## config.mk

```make
export PLATFORM = sky130hd
export DESIGN_NAME = instr_fetch_unit
export DESIGN_NICKNAME = d
export VERILOG_FILES = /design/src/rtl/instr_fetch_unit.sv
export SDC_FILE = /design/constraint.sdc
export NUM_CORES = 1
export LEC_CHECK = 0
export ABC_CLOCK_PERIOD_IN_PS = 3800
export BUFFER_PORTS_ARGS = -buffer_cell sky130_fd_sc_hd__buf_4
export CELL_PAD_IN_SITES_DETAIL_PLACEMENT = 2
export CELL_PAD_IN_SITES_GLOBAL_PLACEMENT = 2
export CORE_ASPECT_RATIO = 1.2
export CORE_MARGIN = 4
export CORE_UTILIZATION = 45
export CTS_BUF_LIST = sky130_fd_sc_hd__clkbuf_8
export DETAILED_ROUTE_END_ITERATION = 8
export GPL_ROUTABILITY_DRIVEN = 0
export PLACE_DENSITY = 0.85
export REMOVE_ABC_BUFFERS = 1
export SYNTH_ARGS = -nofsm -noshare
export SYNTH_HDL_FRONTEND = slang
export SYNTH_SLANG_ARGS = --single-unit
```

## constraint.sdc

```tcl
create_clock -name clk -period 3.8 [get_ports clk]
set_input_delay 0.57 -clock clk [delete_from_list [all_inputs] [get_ports clk]]
set_output_delay 0.57 -clock clk [all_outputs]
set_load 0.005 [all_outputs]
```

## src/rtl/instr_fetch_unit.sv

```systemverilog
// Instruction fetch/issue sequencer with a small write-only program memory.
// Optional build macro FETCH_LOOP_EN: wrap pc to 0 after the last address instead of halting.
//
// state   | meaning
// --------+---------------------------------------------------------------
// S_IDLE  | after reset; waiting for start, program memory writable
// S_FETCH | one-cycle read of mem[pc]
// S_ISSUE | instruction presented with instr_valid, waiting for instr_done
// S_HALT  | HALT opcode fetched or end of memory reached; waiting for start
module instr_fetch_unit #(
  parameter int INSTR_WIDTH = 20,
  parameter int ADDR_BITS   = 5
) (
  input  logic                   clk,
  input  logic                   rst,
  input  logic                   start,
  input  logic                   prog_we,
  input  logic [ADDR_BITS-1:0]   prog_addr,
  input  logic [INSTR_WIDTH-1:0] prog_data,
  input  logic                   instr_done,
  output logic [INSTR_WIDTH-1:0] instruction,
  output logic                   instr_valid,
  output logic [ADDR_BITS-1:0]   pc,
  output logic                   busy,
  output logic                   halted
);

  localparam int DEPTH = 1 << ADDR_BITS;

  typedef enum logic [1:0] {
    S_IDLE,
    S_FETCH,
    S_ISSUE,
    S_HALT
  } state_t;

  state_t                 state_q, state_d;
  logic [ADDR_BITS-1:0]   pc_q, pc_d;
  logic [INSTR_WIDTH-1:0] instr_q, instr_d;
  logic [INSTR_WIDTH-1:0] mem_q [DEPTH];
  logic [INSTR_WIDTH-1:0] rd_data;
  logic                   mem_we;

  assign busy        = (state_q == S_FETCH) || (state_q == S_ISSUE);
  assign halted      = (state_q == S_HALT);
  assign instr_valid = (state_q == S_ISSUE);
  assign instruction = instr_q;
  assign pc          = pc_q;

  // Memory has no reset so a program survives rst; it is frozen while running.
  assign mem_we  = prog_we && !busy;
  assign rd_data = mem_q[pc_q];

  always_ff @(posedge clk) begin
    if (mem_we) begin
      mem_q[prog_addr] <= prog_data;
    end
  end

  always_ff @(posedge clk or negedge rst) begin
    if (!rst) begin
      state_q <= S_IDLE;
      pc_q    <= '0;
      instr_q <= '0;
    end else begin
      state_q <= state_d;
      pc_q    <= pc_d;
      instr_q <= instr_d;
    end
  end

  always_comb begin
    state_d = state_q;
    pc_d    = pc_q;
    instr_d = instr_q;
    unique case (state_q)
      S_IDLE, S_HALT: begin
        if (start) begin
          pc_d    = '0;
          state_d = S_FETCH;
        end
      end
      S_FETCH: begin
        if (rd_data == '0) begin
          state_d = S_HALT;
        end else begin
          instr_d = rd_data;
          state_d = S_ISSUE;
        end
      end
      S_ISSUE: begin
        if (instr_done) begin
          instr_d = '0;
          if (pc_q == ADDR_BITS'(DEPTH - 1)) begin
`ifdef FETCH_LOOP_EN
            pc_d    = '0;
            state_d = S_FETCH;
`else
            state_d = S_HALT;
`endif
          end else begin
            pc_d    = pc_q + ADDR_BITS'(1);
            state_d = S_FETCH;
          end
        end
      end
      default: begin
        state_d = S_IDLE;
        pc_d    = '0;
        instr_d = '0;
      end
    endcase
  end

endmodule

```

---- Word-level counts from Yosys, hierarchy flattened ----
Memories as Yosys holds them, arrays and structs flattened.
Index checks and enable logic that the tools add are counted.
word-level totals
  flip-flop bits (word level) ............. 27
  bits in latches ......................... 0
  RAM bits ................................ 640
  memory bits (read-only) ................. 0
  bits of input ports ..................... 30
  output and inout bits ................... 28
  word-level logic and storage cells ...... 38
  memories ................................ 1
memory list
  memory  words  width  rd ports  clocked after Yosys merged registers in  write ports  line  text
  mem_q   32     20     1         0                                        1            40    logic [INSTR_WIDTH-1:0] mem_q [DEPTH];
operators by class
  $add $sub $neg .......................... 1
  multiply operators ...................... 0
  div/mod/pow operators ................... 0
  $lt $le $gt $ge ......................... 0
  equal/unequal tests ..................... 8
  shifts and indexed selects .............. 0
  muxes and demuxes ....................... 14
  bitwise gates (word level) .............. 0
  reduce and logical (&&, ||, !) cells .... 11
operator list
  operator               number
  $mux W20               2
  $pmux W20 S2           1
  $logic_not A20 Y1      1
  $mux W5                3
  $pmux W5 S2            1
  $ne A2 B2 Y1 const B   4
  $mux W2                3
  $pmux W2 S3            1
  $add A5 B1 Y5 const B  1
  $eq A5 B5 Y1 const B   1
  $eq A2 B2 Y1 const B   2
  $reduce_and A4 Y1      1
  $reduce_bool A2 Y1     2
  $mux W1                3
  $reduce_and A3 Y1      1
  $eq A2 B1 Y1 const B   1
  $logic_not A2 Y1       1
  $reduce_and A2 Y1      1
  $reduce_or A2 Y1       1
  $logic_and A1 B1 Y1    1
  $logic_not A1 Y1       1
  $logic_or A1 B1 Y1     1

---- Logic depth before layout (Yosys ltp) ----
Gate-level depths: netlist (run 1).
  word-level depth ........................ 6
  mapped depth ............................ 13
  gate-level depth less buffers ........... 9

---- Worst setup path after synthesis (run 1) ----
OpenSTA, ideal clock, no wires.
  kind .................................... register to register
  start ................................... register pc_q[1], in the netlist pc[1]
  end ..................................... register instr_q[5], in the netlist instruction[5]
  setup time .............................. 0.064 ns
  arrival time ............................ 2.535 ns
  data required time ...................... 3.736 ns
  slack ................................... 1.201 ns
  stages on the path, launching flop included .. 13
  buffers on the path ..................... 4
  period minus slack after synthesis ...... 2.599 ns
  path through ............................ dfrtp_1 > buf_4 > buf_6 > buf_2 > mux4_2 > mux2i_1 > o22ai_1 > nor3_1 > nand4_1 > nor4_1 > and3_2 > buf_6 > a21o_1
on the way
  cells in the longest elaborated chain, start to end .. 4
  elaborated cells on any way between the ends .. 6
  classes of those cells .................. eq/ne: 1; mux: 2; reduce/logical: 2; memory: 1
RTL lines
  element                      line  text
  start: declaration           38    logic [ADDR_BITS-1:0] pc_q, pc_d;
  start signal: assignment     67    pc_q <= pc_d;
  $mem_v2 Z32 W20 (*)          --
  $logic_not A20 Y1            84    if (rd_data == '0) begin
  $ne A2 B2 Y1 (no line)       --
  $reduce_and A3 Y1 (no line)  --
  end signal: assignment       68    instr_q <= instr_d;
  end: declaration             39    logic [INSTR_WIDTH-1:0] instr_q, instr_d;
Every way passes the cells marked *; elsewhere a longest branch is shown, timed or not. The select of a mux whose other input is x is not followed.
A chain may end at the register's enable or synchronous reset.

---- Worst setup path after layout (run 1) ----
  start ................................... register pc_q[2], in the netlist pc[2]
  end ..................................... register instr_q[4], in the netlist instruction[4]
The elaborated chain is that of the path after synthesis.

==> results of run 1 <==
-- metal layers --
| metal | vias to the layer above | global-route usage | wire length [um] |
|---|---|---|---|
| li1 | 5925 | - | - |
| met1 | 8683 | 0.415 | 38200 |
| met2 | 1294 | 0.515 | 48900 |
| met3 | 323 | 0.0692 | 9250 |
| met4 | 2 | 0.161 | 5170 |
| met5 | - | 0 | 16 |
-- path summary, 6_finish.rpt --
| check | startpoint | slack (ps) | cells after the start | to |
|---|---|---|---|---|
| worst min-delay path | prog_data[12] | 270 | 1 | mem_q[29][12]$_DFFE_PP_ |
| min in group asynchronous | rst | 300 | 2 | pc[3]$_DFFE_PN0P_ |
| worst max-delay path | pc[2]$_DFFE_PN0P_ | -10 | 11 | instruction[4]$_DFFE_PN0P_ |
| max in group asynchronous | rst | 3110 | 2 | pc[0]$_DFFE_PN0P_ |
| worst max register to register | pc[2]$_DFFE_PN0P_ | -10 | 11 | instruction[4]$_DFFE_PN0P_ |
| worst min register to register | instruction[16]$_DFFE_PN0P_ | 550 | 1 | instruction[16]$_DFFE_PN0P_ |
-- worst max-delay path, stage by stage (launching register included) --
cell	delay, ps
dfrtp_2	570
inv_2	420
buf_4	270
buf_4	220
nor2_1	80
a2111oi_0	900
nor3_1	300
nand4_1	170
nor2_1	60
and3_2	270
buf_4	190
a21bo_1	220
-- through the flow --
step | cell area (sq um) | hold slack (ps) | power (W) | utilization | setup WS, ps
after floorplan | 25800 | 274 | 0.0103 | - | -3930
after global placement | 28300 | 509 | 0.0111 | 0.492 | 208
after detailed placement | 28300 | 529 | 0.0114 | 0.492 | -32.2
after CTS | 30300 | 230 | 0.0176 | 0.528 | 79.5
after global routing | 30300 | 246 | 0.0182 | 0.529 | 19.3
final | 30300 | 267 | 0.0177 | 0.529 | -11.0
-- registers in the layout (all words and copies together), names as in the netlist --
| name | cells |
|---|---|
| instruction | 20 |
| pc | 5 |
| mem_q | 640 |
| state_q | 2 |
-- logic make-up after synthesis --
logic type	after synthesis	synth area share
flops	667	0.758
mux	220	0.141
simple gates	198	0.0349
compound gates	169	0.0462
buf+inv	81	0.0173
fa+ha+maj	5	0.00238
-- area by class of cell --
| cell class | count | share of cell area |
|---|---|---|
| repair buffers | 176 | 0.0496 |
| inverters | 8 | 0.000989 |
| well taps | 735 | 0.0303 |
| clock buffers | 107 | 0.0485 |
| flip-flops and latches | 667 | 0.656 |
| diodes | 2 | 0.000165 |
| multi-input cells | 592 | 0.198 |
| clock inverters | 87 | 0.0167 |
-- cell usage in the layout, fill, tap and decap left out, drive strengths merged, types with 5 or more instances in the layout --
| cell type | count |
|---|---|
| o22ai | 11 |
| a211oi | 26 |
| clkbuf | 107 |
| edfxtp | 640 |
| inv | 30 |
| buf | 175 |
| a22oi | 17 |
| a21oi | 35 |
| nand3 | 9 |
| a2111oi | 8 |
| o21ai | 17 |
| nand3b | 5 |
| a31oi | 5 |
| dfrtp | 27 |
| ha | 5 |
| a21bo | 13 |
| mux2i | 97 |
| a21o | 7 |
| and3 | 9 |
| nand2 | 59 |
| a22o | 6 |
| mux4 | 120 |
| nor3 | 16 |
| nor2b | 10 |
| a221oi | 14 |
| clkinv | 58 |
| bufinv | 5 |
| nor2 | 70 |
-- Yosys cell counts, drive strengths merged (2+ instances only) --
master,instances,area [sq um]
a2111oi,8,76.3
a211oi,26,195
a21bo,13,130
a21o,7,52.6
a21oi,35,175
a221oi,14,129
a22o,6,52.6
a22oi,17,128
a31oi,5,31.3
a32o,3,30.0
and2,2,12.5
and3,9,57.6
buf,54,352
clkbuf,19,71.3
dfrtp,27,676
edfxtp,640,19200
ha,5,62.6
inv,7,26.3
mux2,3,33.8
mux2i,97,971
mux4,120,2700
nand2,59,221
nand2b,3,18.8
nand3,9,45.0
nand3b,5,37.5
nand4,3,18.8
nor2,70,263
nor2b,10,65.1
nor3,16,90.1
o211ai,3,22.5
o21ai,17,85.1
o22ai,11,68.8
or2,3,18.8
or3,3,18.8
-- power groups by stage --
stage | logic, W | clock network, W | registers [W]
5_1_grt | 0.00306 | 0.00661 | 0.00853
2_1_floorplan | 0.00152 | 0 | 0.00876
3_3_place_gp | 0.00245 | 0 | 0.00862
3_5_place_dp | 0.00274 | 0 | 0.00867
4_1_cts | 0.00291 | 0.00623 | 0.00851
6_report | 0.00297 | 0.00621 | 0.00853
-- what timing repair did --
| item | 4_1_cts | 5_1_grt |
|---|---|---|
| pin swaps | 0 | 1 |
| hold buffers | 1 | 0 |
| setup endpoints to repair | 21 | 16 |
| endpoints found under the hold margin | 27 | 0 |
| resized for setup | 5 | 3 |
| setup buffers | 5 | 1 |
| cloned | 0 | 0 |
==> impl_metrics.tcl, run 1 <==
set metrics [dict create \
    cp.arrival_ps 4450 \
    required_ps 4440 \
    fmax_mhz 262 \
    synth.avg_cell_area_sq_um 19.6 \
    p_clk_frac 0.351 \
    p_leak_nw 9.90 \
    status "complete, but fails checks" \
    clkLatencyLatePin_ps 770 \
    clock_path_buffers 3 \
    dp_hpwl_mm 57.7 \
    synthArstFlopShare 0.0405 \
    htreeDepth 3 \
    root_buffer "clkbuf_8" \
    end_kind "flop" \
    powerDensity_nw_per_um2 584 \
    setup_violations 2 \
    maxSlewViolCount 0 \
    max-cap-violations 0 \
    initial_core_util 0.457 \
    cts_tree "done" \
    ir_worst_vdd_mv 0.268 \
    drive_gt1_frac 0.296 \
    place_inst 2171 \
    worstPathMaxFanout 14 \
    grt.overflow.total 0 \
    wl_per_cell_um 42.8 \
    cts_buffers 105 \
    hold_viol 0 \
    vias 16200 \
    relSlewSlack 0.214 \
    io_pins 58 \
    swShare 0.297 \
    rsz0062_at_grt "false" \
    synth_edf_count 640 \
    hp-class "in -> reg" \
    critPathLaunchType "flop" \
    finalWorstSetupSlack_ps -11.0 \
    wirelength_mm 102 \
    nNetsFinal 1585 \
    syn_inst 1340 \
    die-area_sq_um 62300 \
    yosys_warnings 0 \
    path_class "reg -> reg" \
    intPower_w 0.0125 \
    clock_skew_ps 51.8 \
    ys_types 56 \
    cts_sinks 667 \
    period_needed_ps 3810 \
    finalNonFillerCells 2374 \
    violations "setup timing" \
    ant_nets 0 \
    synth_ff_type "edfxtp_1" \
    syn2layout_area_growth_pct 15.6 \
    remaining_drc_errors 0 \
    portBuffers 57 \
    grt_usage 0.320 \
    grt_pass1_wl_mm 140 \
    max_slew.worst_pin.slew_ps 1150 \
    drt_iter0_markers 2493 \
    clk_pin_slew_worst_paths_ps 80 \
    ys_seq_area_frac 0.758 \
    syn_area_sq_um 26200 \
    nFillCells 4903 \
    p_sw_w 0.00526 \
    core_region_area_sq_um 57400 \
    fp-row-count 96 \
    die_w_um 228 \
    multi_input_area_sq_um 6000 \
    grt_max_degree 36 \
    grt_antenna_before_repair 2 \
    dr.pass1.iters 7 \
    finalSetupTns_ps -14.6 \
    pwr-share-comb 0.168 \
    die-height_um 273 \
    grt_pass1_vias 17200 \
    viasPerCell 6.84 \
    seq_area_sq_um 19900 \
    p_seq_frac 0.481 \
    period_share 1.00 \
    ys_ff_latch 667 \
]
No activity file was read; power rests on OpenSTA's default activity.
==> run 2: changes to the inputs <==
--- a/config.mk
+++ b/config.mk
@@ -11,11 +11,11 @@
 export CELL_PAD_IN_SITES_GLOBAL_PLACEMENT = 2
 export CORE_ASPECT_RATIO = 1.2
 export CORE_MARGIN = 4
-export CORE_UTILIZATION = 45
+export CORE_UTILIZATION = 55
 export CTS_BUF_LIST = sky130_fd_sc_hd__clkbuf_8
 export DETAILED_ROUTE_END_ITERATION = 8
 export GPL_ROUTABILITY_DRIVEN = 0
-export PLACE_DENSITY = 0.85
+export PLACE_DENSITY = 0.95
 export REMOVE_ABC_BUFFERS = 1
 export SYNTH_ARGS = -nofsm -noshare
 export SYNTH_HDL_FRONTEND = slang
==> run 2 against run 1 <==
Compared with the run above: the flow now stops in clock tree synthesis; synthesized cell count unchanged; synthesized area stayed put.
==> impl_metrics.tcl, run 2 <==
set metrics [dict create \
    status "did not finish" \
    failed_stage "clock tree synthesis" \
    error "[ERROR DPL-0033] detailed placement checks failed during check placement." \
    fp-row-count 87 \
    yosysMostFrequentCell "edfxtp_1" \
    synth_ff_type "edfxtp_1" \
    synth_edf_count 640 \
    synthArstFlopShare 0.0405 \
    ys_seq_area_frac 0.758 \
    dp_hpwl_mm 64.3 \
    initial_core_util 0.557 \
    synth.avg_cell_area_sq_um 19.6 \
    synth_top_area_frac 0.732 \
    portBuffers 57 \
    syn_area_sq_um 26200 \
    place_area_sq_um 28100 \
    ys_ff_latch 667 \
    clock_path_buffers 3 \
    cts_buffers 101 \
    yosys_warnings 0 \
    ys_types 56 \
    cts_resized 8 \
    io_pins 58 \
    root_buffer "clkbuf_8" \
    ctsHoldBuffers 1 \
    htreeDepth 3 \
    cts_sinks 667 \
    synth_top_area_cell "edfxtp_1" \
    die_w_um 207 \
    die-height_um 247 \
    synth.area.top_cells "edfxtp_1 73%, mux4_2 10%, mux2i_1 3.7%" \
    syn_inst 1340 \
    post-cts-setup-buffer-count 3 \
    netlist_top_cells_count "640 x edfxtp_1, 120 x mux4_2, 97 x mux2i_1" \
]
-- run 2: cell counts after synthesis --
Identical to the previous run, type by type.
-- run 2: kinds of logic after synthesis --
| group | share of synthesized area |
|---|---|
| DFF | 0.758 |
| muxes | 0.141 |
| and+or+nand+nor | 0.0349 |
| AOI/OAI and AO/OA | 0.0462 |
| buffers and inverters | 0.0173 |
| adders and majority gates | 0.00238 |
-- run 2: per-stage QoR --
stage / TNS, ps / std cells / setup WS [ps]
2_1_floorplan: -103160 / 1267 / -3930
3_3_place_gp: 0 / 2040 / 331
3_5_place_dp: -62.3 / 2040 / -24.1
==> run 3: changes to the inputs <==
==> config.mk (replaced) <==
export PLATFORM = sky130hd
export DESIGN_NAME = instr_fetch_unit
export DESIGN_NICKNAME = d
export VERILOG_FILES = /design/src/rtl/instr_fetch_unit.sv
export SDC_FILE = /design/constraint.sdc
export NUM_CORES = 1
export LEC_CHECK = 0
export ABC_CLOCK_PERIOD_IN_PS = 3800
export BUFFER_PORTS_ARGS = -buffer_cell sky130_fd_sc_hd__buf_4
export CORE_MARGIN = 4
export CORE_UTILIZATION = 40
export DETAILED_ROUTE_END_ITERATION = 8
export GPL_ROUTABILITY_DRIVEN = 0
export PLACE_DENSITY_LB_ADDON = 0.15
export REMOVE_ABC_BUFFERS = 1
export SYNTH_ARGS = -nofsm -noshare
export SYNTH_HDL_FRONTEND = slang
export SYNTH_SLANG_ARGS = --single-unit
==> run 3 against run 2 <==
Compared with the run above: the flow now finishes without violations.
==> impl_metrics.tcl, run 3 (synthesized netlist as in run 1, its figures left out) <==
set metrics [dict create \
    powerDensity_nw_per_um2 577 \
    clkLatencyLatePin_ps 600 \
    critPathLaunchType "flop" \
    io_pins 58 \
    required_ps 4330 \
    syn2layout_area_growth_pct 17.2 \
    multi_input_area_sq_um 5990 \
    hp-class "in -> reg" \
    path_class "reg -> reg" \
    setup_violations 0 \
    grt_pass1_wl_mm 102 \
    vias 13700 \
    regMostFlops "mem_q" \
    whs_path_depth 1 \
    ir_worst_vdd_mv 0.347 \
    grt_max_degree 36 \
    relSlewSlack 0.460 \
    fp-row-count 93 \
    final_cell_mix "640 x edfxtp_1, 147 x buf_4, 120 x mux4_2, 97 x mux2i_1, 77 x clkbuf_16" \
    wl_per_cell_um 29.3 \
    nNetsFinal 1544 \
    cts_tree "done" \
    die-area_sq_um 69800 \
    root_buffer "clkbuf_16" \
    remaining_drc_errors 0 \
    seq_area_sq_um 19900 \
    holdWs_ps 382 \
    grt_antenna_before_repair 0 \
    dr.pass1.iters 5 \
    status "complete, no violations" \
    htreeDepth 3 \
    nFillCells 5451 \
    period_needed_ps 3400 \
    finalSetupTns_ps 0 \
    final_core_util 0.476 \
    worstPathMaxFanout 20 \
    drt_iter0_markers 1315 \
    max-cap-violations 0 \
    n_antenna_cell 0 \
    viasPerCell 5.67 \
    grt.overflow.total 0 \
    post-cts-setup-buffer-count 0 \
    worst-r2r-cell-count 10 \
    final_common_cell "edfxtp_1" \
    period_share 0.895 \
    dp_hpwl_mm 44.0 \
    grt_usage 0.203 \
    grt_pass1_vias 14000 \
    clock_skew_ps 18.4 \
    wirelength_mm 70.8 \
    end_kind "flop" \
    max_slew.worst_pin.slew_ps 804 \
    initial_core_util 0.406 \
    portBuffers 57 \
    p_leak_nw 9.88 \
    core_region_area_sq_um 64700 \
    maxSlewViolCount 0 \
    cts_sinks 667 \
    ant_nets 0 \
    cp.arrival_ps 3930 \
    clock_path_buffers 3 \
    cts_buffers 72 \
    drive_gt1_frac 0.279 \
    fmax_mhz 294 \
    hold_viol 0 \
    die-height_um 264 \
    die_w_um 264 \
    largest_reg_flops 640 \
    clk_pin_slew_worst_paths_ps 50 \
    rsz0062_at_grt "false" \
]
[run 3: layout make-up]
| cell class | instances | area share |
|---|---|---|
| sequential | 667 | 0.647 |
| multi-input combinational | 592 | 0.195 |
| clock buffer | 100 | 0.0667 |
| timing repair buffer | 168 | 0.0492 |
| tap | 855 | 0.0348 |
| clock inverter | 28 | 0.00695 |
| inverter | 8 | 0.000976 |
[run 3: critical path, stage by stage (launching register included)]
cell,delay [ps]
dfrtp_4,540
buf_4,310
mux4_2,530
mux2i_1,460
o22ai_1,170
nor3_2,420
nand3_1,130
nor4_1,210
and3_2,250
buf_12,160
a21o_1,120
[run 3: repair_timing]
item,in CTS,in global routing
hold endpoints to repair,27,0
gates resized for setup,0,0
hold buffers,1,0
[run 3: final timing paths]
path | startpoint | endpoint | slack (ps)
worst max-delay path | pc[0]$_DFFE_PN0P_ | instruction[5]$_DFFE_PN0P_ | 400
worst min-delay path | prog_data[3] | mem_q[16][3]$_DFFE_PP_ | 380
worst max register to register | pc[0]$_DFFE_PN0P_ | instruction[5]$_DFFE_PN0P_ | 400
worst min register to register | instruction[18]$_DFFE_PN0P_ | instruction[18]$_DFFE_PN0P_ | 540
max in group asynchronous | rst | pc[0]$_DFFE_PN0P_ | 3000
min in group asynchronous | rst | instruction[17]$_DFFE_PN0P_ | 440
[run 3: metal layers]
metal | routed length [um] | vias up | global-route usage
li1 | - | 5836 | -
met1 | 30700 | 7225 | 0.290
met2 | 33000 | 558 | 0.317
met3 | 5120 | 99 | 0.0441
met4 | 1850 | 0 | 0.0547
met5 | 0 | - | 0
[run 3: metrics by stage]
stage                     setup WS, ps  cell area [sq um]  total power (W)  std cells
after floorplan                  -3930              25800           0.0103       1267
after global placement             326              28500           0.0112       2289
after detailed placement           387              28500           0.0112       2289
after CTS                          357              30800           0.0180       2418
after global routing               116              30800           0.0185       2418
final                              397              30800           0.0177       2418
[run 3: where the power goes]
part	switching, W	internal (W)	leakage, nW
registers	0.000189	0.00828	6.08
clock network	0.00274	0.00397	1.11
logic	0.00136	0.00120	2.69
total	0.00429	0.0135	9.88
==> run 4: changes to the inputs <==
--- a/config.mk
+++ b/config.mk
@@ -5,10 +5,13 @@
 export SDC_FILE = /design/constraint.sdc
 export NUM_CORES = 1
 export LEC_CHECK = 0
+export ABC_AREA = 1
 export ABC_CLOCK_PERIOD_IN_PS = 3800
 export BUFFER_PORTS_ARGS = -buffer_cell sky130_fd_sc_hd__buf_4
+export CELL_PAD_IN_SITES_DETAIL_PLACEMENT = 0
+export CELL_PAD_IN_SITES_GLOBAL_PLACEMENT = 1
 export CORE_MARGIN = 4
-export CORE_UTILIZATION = 40
+export CORE_UTILIZATION = 43
 export DETAILED_ROUTE_END_ITERATION = 8
 export GPL_ROUTABILITY_DRIVEN = 0
 export PLACE_DENSITY_LB_ADDON = 0.15
==> run 4 against run 3 <==
Compared with the run above: non-clock buffer count down 25; largest power group unchanged; wire length up 10%; largest cell class unchanged; flip-flop and latch count unchanged; setup slack worse by 54 ps; via count up 32%.
==> impl_metrics.tcl, run 4 <==
set metrics [dict create \
    status "complete, no violations" \
    synth_ff_type "edfxtp_1" \
    die_w_um 260 \
    powerDensity_nw_per_um2 576 \
    total_power_w 0.0180 \
    regMostFlops "mem_q" \
    ys_ff_latch 667 \
    yosysMostFrequentCell "nand2_1" \
    end_kind "flop" \
    cp.arrival_ps 3990 \
    dr.pass1.iters 5 \
    ys_types 21 \
    drt_iter0_markers 1575 \
    clock_skew_ps 19.6 \
    ys_seq_area_frac 0.729 \
    clkLatencyLatePin_ps 600 \
    post-cts-setup-buffer-count 0 \
    wirelength_mm 78.1 \
    largest_reg_flops 640 \
    critPathLaunchType "flop" \
    fmax_mhz 289 \
    required_ps 4340 \
    fp-row-count 92 \
    synth.avg_cell_area_sq_um 11.4 \
    ir_worst_vdd_mv 0.368 \
    nNetsFinal 2503 \
    die-height_um 260 \
    final_common_cell "nand2_1" \
    rsz0062_at_grt "false" \
    holdWs_ps 358 \
    swShare 0.271 \
    grt_pass1_wl_mm 114 \
    grt_usage 0.230 \
    core_region_area_sq_um 63000 \
    max-cap-violations 0 \
    final_cell_mix "870 x nand2_1, 640 x edfxtp_1, 398 x nand3_1, 127 x buf_4, 79 x clkbuf_16" \
    synth.area.top_cells "edfxtp_1 70%, nand2_1 12%, nand3_1 7.3%" \
    p_sw_w 0.00489 \
    initial_core_util 0.433 \
    grt_max_degree 84 \
    fin_area_sq_um 31300 \
    syn_area_sq_um 27300 \
    synth_top_area_frac 0.704 \
    htreeDepth 3 \
    cts_resized 0 \
    nFillCells 5638 \
    portBuffers 57 \
    synth_top_area_cell "edfxtp_1" \
    p_seq_frac 0.469 \
    path_class "reg -> reg" \
    viasPerCell 5.36 \
    hold_viol 0 \
    cts_buffers 73 \
    worstPathMaxFanout 67 \
    grt.overflow.total 0 \
    ant_nets 0 \
    cts_sinks 667 \
    period_needed_ps 3460 \
    cts_tree "done" \
    wl_per_cell_um 23.2 \
    die-area_sq_um 67500 \
    grt_pass1_vias 16800 \
    clock_path_buffers 3 \
    clk_pin_slew_worst_paths_ps 60 \
    hp-class "in -> reg" \
    pwr-share-comb 0.153 \
    finalSetupTns_ps 0 \
    vias 18100 \
    synthArstFlopShare 0.0405 \
    relSlewSlack 0.296 \
    dp_hpwl_mm 43.6 \
    max_slew.worst_pin.slew_ps 1050 \
    intPower_w 0.0131 \
    period_share 0.910 \
    synth_edf_count 640 \
    drive_gt1_frac 0.112 \
    maxSlewViolCount 0 \
    yosys_warnings 0 \
    syn2layout_area_growth_pct 14.8 \
    setup_violations 0 \
    place_area_sq_um 29000 \
    p_clk_frac 0.379 \
    io_pins 58 \
    p_leak_nw 11.7 \
    remaining_drc_errors 0 \
    syn_inst 2388 \
    grt_antenna_before_repair 3 \
    root_buffer "clkbuf_16" \
    netlist_top_cells_count "870 x nand2_1, 640 x edfxtp_1, 398 x nand3_1" \
]
## run 4: cell count changes after synthesis, moves of 17 or more
cell	before	now
buf_2	32	72
inv_1	6	67
a211oi_1	26	0
nor2_1	70	111
nand3_1	9	398
clkbuf_1	19	36
a21oi_1	35	79
mux4_2	120	0
a22oi_1	17	0
nand2_1	59	870
mux2i_1	97	0
## run 4: layer usage
| metal | wire (um) | track usage |
|---|---|---|
| met4 | 1760 | 0.0669 |
| met5 | 19 | 0 |
| met1 | 35300 | 0.335 |
| met2 | 35800 | 0.356 |
| met3 | 5250 | 0.0425 |
## run 4: layout make-up
class | instances | area (sq um) | share of cell area
inverter | 71 | 279 | 0.00891
clock buffer | 104 | 2110 | 0.0674
timing repair buffer | 143 | 1260 | 0.0404
multi-input combinational | 1512 | 6500 | 0.208
antenna | 1 | 2.50 | 0.0000799
tap | 846 | 1060 | 0.0338
clock inverter | 29 | 198 | 0.00631
sequential | 667 | 19900 | 0.636
## run 4: kinds of logic after synthesis
group	share of synthesized area
AOI/OAI and AO/OA	0.0235
adders and majority gates	0.00229
DFF	0.729
buffers and inverters	0.0359
and+or+nand+nor	0.209
## run 4: per-stage QoR
stage | utilization | setup slack (ps) | instances
3_5_place_dp | 0.460 | 368 | 3238
5_1_grt | 0.497 | 196 | 3372
2_1_floorplan | - | -6970 | 2250
6_report | 0.497 | 343 | 3373
4_1_cts | 0.497 | 340 | 3372
3_3_place_gp | 0.460 | 449 | 3238
## run 4: critical path, cell delays in order (launching register included)
cell     delay [ps]
dfrtp_4         480
buf_4           820
nand3_1         150
nand3_1         180
nand3_1          90
nand3_1         130
nand2_1         130
nor2_1          110
nand2_1          60
nor2_1          290
nand3_1         150
nand2_1         350
buf_4           260
nand2_1          70
nand2_1          60
## run 4: power by group through the flow
stage	registers, W	clock network [W]	logic, W
CTS	0.00845	0.00698	0.00277
global route	0.00846	0.00729	0.00306
finish	0.00845	0.00683	0.00275
floorplan	0.00866	0	0.00149
global placement	0.00860	0	0.00276
detailed placement	0.00860	0	0.00276
## run 4: timing repair
item                                    in CTS  in global routing
hold buffers                                 1                  0
endpoints found under the hold margin       27                  0
endpoints found under the setup margin       0                  0
## run 4: worst paths after layout
check                                      startpoint                           to  slack [ps]  cells past startpoint
hold reg to reg            instruction[2]$_DFFE_PN0P_   instruction[2]$_DFFE_PN0P_         530                      2
max in group asynchronous                         rst            pc[0]$_DFFE_PN0P_        3020                      2
setup reg to reg                    pc[1]$_DFFE_PN0P_   instruction[2]$_DFFE_PN0P_         340                     14
setup / recovery                    pc[1]$_DFFE_PN0P_   instruction[2]$_DFFE_PN0P_         340                     14
min in group asynchronous                         rst  instruction[16]$_DFFE_PN0P_         460                      2
hold / removal                             instr_done       state_q[1]$_DFFE_PN0P_         360                      5
